$ cat src/rtl/demux1x8_deser.sv
// Serial-to-parallel receiver: routes each sampled bit to a lane via a 1xN demux and
// hands completed N-bit words to the consumer over a valid/ready handshake.
module demux1x8_deser #(
    parameter int unsigned N     = 8,
    parameter int unsigned SEL_W = 3
) (
    input  logic             clk,
    input  logic             rst,
    input  logic             din,
    input  logic             din_valid,
    input  logic             sof,
    output logic [SEL_W-1:0] sel,
    output logic [N-1:0]     lane,
    output logic [N-1:0]     dout,
    output logic             dout_valid,
    input  logic             dout_ready,
    output logic             overrun,
    input  logic             ovr_clr
);

    typedef enum logic [0:0] {StEmpty, StFull} out_state_e;

    localparam logic [SEL_W-1:0] SelLast = SEL_W'(N - 1);

    out_state_e       state_q, state_d;
    logic [SEL_W-1:0] sel_q, sel_d;
    logic [N-1:0]     lane_q, lane_d;
    logic [N-1:0]     dout_q, dout_d;
    logic             overrun_q, overrun_d;

    logic             complete;
    logic [N-1:0]     word;

    // A word completes only on an ordinary (non-sof) bit landing in the last lane.
    assign complete = din_valid && !sof && (sel_q == SelLast);
    assign word     = {din, lane_q[N-2:0]};

    always_comb begin
        sel_d  = sel_q;
        lane_d = lane_q;
        if (sof) begin
            if (din_valid) begin
                lane_d    = '0;
                lane_d[0] = din;
                sel_d     = SEL_W'(1);
            end else begin
                sel_d = '0;
            end
        end else if (din_valid) begin
            lane_d[sel_q] = din;
            sel_d         = sel_q + SEL_W'(1);
        end
    end

    always_comb begin
        state_d   = state_q;
        dout_d    = dout_q;
        overrun_d = overrun_q;
        if (ovr_clr) begin
            overrun_d = 1'b0;
        end
        unique case (state_q)
            StEmpty: begin
                if (complete) begin
                    dout_d  = word;
                    state_d = StFull;
                end
            end
            StFull: begin
                if (dout_ready) begin
                    if (complete) begin
                        dout_d = word;
                    end else begin
                        state_d = StEmpty;
                    end
                end else if (complete) begin
                    // Consumer still holds the old word: drop the new one; set beats clear.
                    overrun_d = 1'b1;
                end
            end
            default: state_d = StEmpty;
        endcase
    end

    always_ff @(posedge clk or posedge rst) begin
        if (rst) begin
            state_q   <= StEmpty;
            sel_q     <= '0;
            lane_q    <= '0;
            dout_q    <= '0;
            overrun_q <= 1'b0;
        end else begin
            state_q   <= state_d;
            sel_q     <= sel_d;
            lane_q    <= lane_d;
            dout_q    <= dout_d;
            overrun_q <= overrun_d;
        end
    end

    assign sel        = sel_q;
    assign lane       = lane_q;
    assign dout       = dout_q;
    assign dout_valid = (state_q == StFull);
    assign overrun    = overrun_q;

endmodule

$ cat config.mk
export PLATFORM = sky130hd
export DESIGN_NAME = demux1x8_deser
export DESIGN_NICKNAME = d
export VERILOG_FILES = /design/src/rtl/demux1x8_deser.sv
export SDC_FILE = /design/constraint.sdc
export NUM_CORES = 1
export LEC_CHECK = 0
export CORE_MARGIN = 3
export CORE_UTILIZATION = 45
export CTS_CLUSTER_DIAMETER = 50
export DETAILED_ROUTE_END_ITERATION = 7
export PLACE_DENSITY = 0.86
export RECOVER_POWER = 25
export SYNTH_ARGS = -nofsm -noshare
export SYNTH_HDL_FRONTEND = slang
export SYNTH_SLANG_ARGS = --single-unit
$ cat constraint.sdc
create_clock -name clk -period 2.4 [get_ports clk]
set_clock_uncertainty 0.15 [all_clocks]
set_input_delay 0.72 -clock clk [delete_from_list [all_inputs] [get_ports clk]]
set_output_delay 0.72 -clock clk [all_outputs]
set_load 0.02 [all_outputs]
==> impl_metrics.py <==
metrics = {
    "synth": {
        "ys_ff_latch": 21,
        "yosysWarnings": 0,
        "synth_area_leaders": "dfrtp_1 (56%), mux2_2 (11%), a22o_1 (4.7%), nor3b_1 (4.0%), o21ai_0 (3.2%)",
        "yosys.area.top_type_share_pct": 56.2,
        "syn_avg_cell_area_um2": 12.6,
        "yosysUniqueCellTypes": 22,
        "synth-edff-count": 0,
        "postSynthCellCount": 74,
        "postSynth.asyncResetShare_pct": 100,
        "synth_ff_type": "dfrtp_1",
        "postSynthNetCount": 83,
        "yosys.area.top_type": "dfrtp_1",
        "syn-cell-area_um2": 935,
        "synth-seq-area-share_pct": 56.2,
    },
    "global_route": {
        "grt_max_degree": 22,
        "grt_pass1_wl_mm": 3.02,
        "met1_usage_pct": 19.8,
        "antenna_found_initial": 0,
        "grt_overflow": 0,
        "grt_pass1_vias": 660,
        "grt_use_met2_pct": 25.4,
        "grt_use_met3_pct": 2.01,
        "grt_use_total_pct": 15.6,
        "grt_most_used_layer": "met2",
    },
    "floorplan": {
        "io_pins": 28,
        "dieArea_um2": 2660,
        "die_h_um": 51.6,
        "die_w_um": 51.6,
        "start_util_pct": 50.8,
        "rows": 15,
        "coreArea_um2": 1840,
    },
    "routing": {
        "num_vias": 689,
        "ant_nets": 0,
        "dr.pass1.iters": 4,
        "drt_iter0_markers": 5,
        "drc": 0,
        "vias_per_cell": 5.14,
        "wire_per_inst_um": 13.9,
        "finalWirelength_mm": 1.86,
    },
    "sta": {
        "relSlewSlack_pct": 27.0,
        "maxSlewViolCount": 0,
        "setup_viol": 0,
        "max_freq_mhz": 442,
        "post-route-period-util_pct": 94.2,
        "rsz0062_at_grt": "no",
        "min_period_ns": 2.26,
        "final_hold_viol_count": 0,
        "setup_tns_ns": 0,
        "tightest_slew_ns": 1.09,
    },
    "critical_path": {
        "start_kind": "register",
        "worstPathCellList": "clkdlybuf4s50_1",
        "cpLargestDelayFamily": "buffers and inverters",
        "worstPathMaxFanout": 11,
        "crit_buf_inv": 1,
        "cp-end-kind": "primary output",
        "slowest_stage": "clkdlybuf4s50_1",
        "crit_required_ns": 1.53,
        "slowest_delay_ns": 0.63,
        "crit_type": "register to primary output",
        "critPathArrivalTime_ns": 1.39,
    },
    "final_layout": {
        "layout.nets": 119,
        "drive_above_1_share_pct": 18.3,
        "syn_to_final_growth_pct": 38.2,
        "layout.cells.non_filler": 134,
        "n_antenna_cell": 0,
        "fin_util_pct": 70.2,
        "final_area_um2": 1290,
    },
    "pwr": {
        "ir_drop_mv": 0.398,
        "leakage_nw": 0.605,
        "p_per_area_nw_per_um2": 550,
    },
    "cts": {
        "clock_latency_ns": 0.29,
        "numClockSinks": 21,
        "cts_buffer_depth": 2,
        "cts_tree": "built",
        "root_buffer": "clkbuf_4",
        "cts_max_level": 1,
        "path_clk_slew_ns": 0.10,
        "post-cts-setup-buffers": 0,
        "cts_made_buffers": 3,
    },
    "placement": {
        "dpl-instance-area_um2": 1270,
        "dp.cells": 130,
        "place_congestion": 0.726,
        "hpwl_mm": 1.47,
        "portBuffers": 27,
    },
    "min_path": {
        "hp-class": "register to register",
    },
    "run_status": {
        "status": "complete, no violations",
    },
    "job": {
        "max_cap_violations": 0,
    },
}
## per-stage QoR
step	power [mW]	hold slack, ns	setup slack (ns)
after global placement	0.556	0.342	0.0819
after detailed placement	0.561	0.350	0.0486
after CTS	0.728	0.376	0.0277
final	0.710	0.369	0.139
after global routing	0.756	0.396	0.0678
after floorplan	0.485	0.475	0.548
## flip-flops by register name, summed over array words and instances (netlist names)
name        flops
dout            8
overrun         1
dout_valid      1
lane            8
sel             3
## synthesized netlist by cell type (all sizes together), types with 2 or more instances
library cell / count
a22o: 5
and3b: 3
nor2: 3
a221o: 2
nor3b: 5
buf: 2
dfrtp: 21
nand2: 2
ha: 2
inv: 3
o21ai: 6
mux2: 9
mux2i: 2
nor2b: 2
## layer usage
metal	vias to the layer above	part of all wire [%]
met4	0	0.70
met3	2	4.8
li1	341	-
met2	16	53
met5	-	0
met1	330	41
## cell usage in the layout, fill, tap and decap left out, types with 2 or more instances in the layout
cell type	synthesis	routed
dfrtp_2	0	2
a221o_1	2	2
and3b_1	3	3
nor3b_1	5	5
a22o_1	5	5
ha_1	2	2
o21ai_0	6	6
dfrtp_1	21	19
nand2_1	2	2
buf_4	1	6
inv_1	3	3
mux2_2	9	9
mux2i_1	2	2
clkdlybuf4s50_1	0	26
clkbuf_4	0	3
clkbuf_1	1	2
nor2_1	3	3
nor2b_1	2	2
## final timing paths
kind | startpoint | end | slack, ns | cells after the start
max in group asynchronous | rst | sel[1]$_DFFE_PP0P_ | 0.31 | 3
max reg2reg | sel[1]$_DFFE_PP0P_ | dout[5]$_DFFE_PP0P_ | 0.52 | 6
max | sel[1]$_DFFE_PP0P_ | sel[1] | 0.14 | 1
min in group asynchronous | rst | dout[4]$_DFFE_PP0P_ | 1.06 | 3
min | dout[3]$_DFFE_PP0P_ | dout[3]$_DFFE_PP0P_ | 0.37 | 1
min reg2reg | dout[3]$_DFFE_PP0P_ | dout[3]$_DFFE_PP0P_ | 0.37 | 1
## what timing repair did
item,4_1_cts,5_1_grt
hold buffers,0,0
endpoints found under the setup margin,0,2
gates resized for setup,0,2
## area by class of cell
cell class	instances	area, um^2
Clock buffer	4	26.3
Fill cell	152	548
Inverter	3	11.3
Multi-Input combinational cell	47	375
Sequential cell	21	528
Tap cell	25	31.3
Timing Repair Buffer	34	319
## power breakdown
part           internal [mW]  switching, mW
Combinational         0.0806         0.0715
Clock                 0.0646         0.0940
Sequential             0.376         0.0238
Total                  0.521          0.189
## kinds of logic (layout without fill, tap and decap cells)
family	Yosys count	in the layout	synth area share (%)
AO/OA/AOI/OAI	14	14	10.7
XOR/XNOR	1	1	0.937
adder cells (fa/ha/maj)	2	2	2.68
buffers and inverters	6	41	3.61
flip-flops	21	21	56.2
multiplexers	11	11	13.0
AND/OR/NAND/NOR	19	19	12.9
Power figures use the tool's default switching activity.
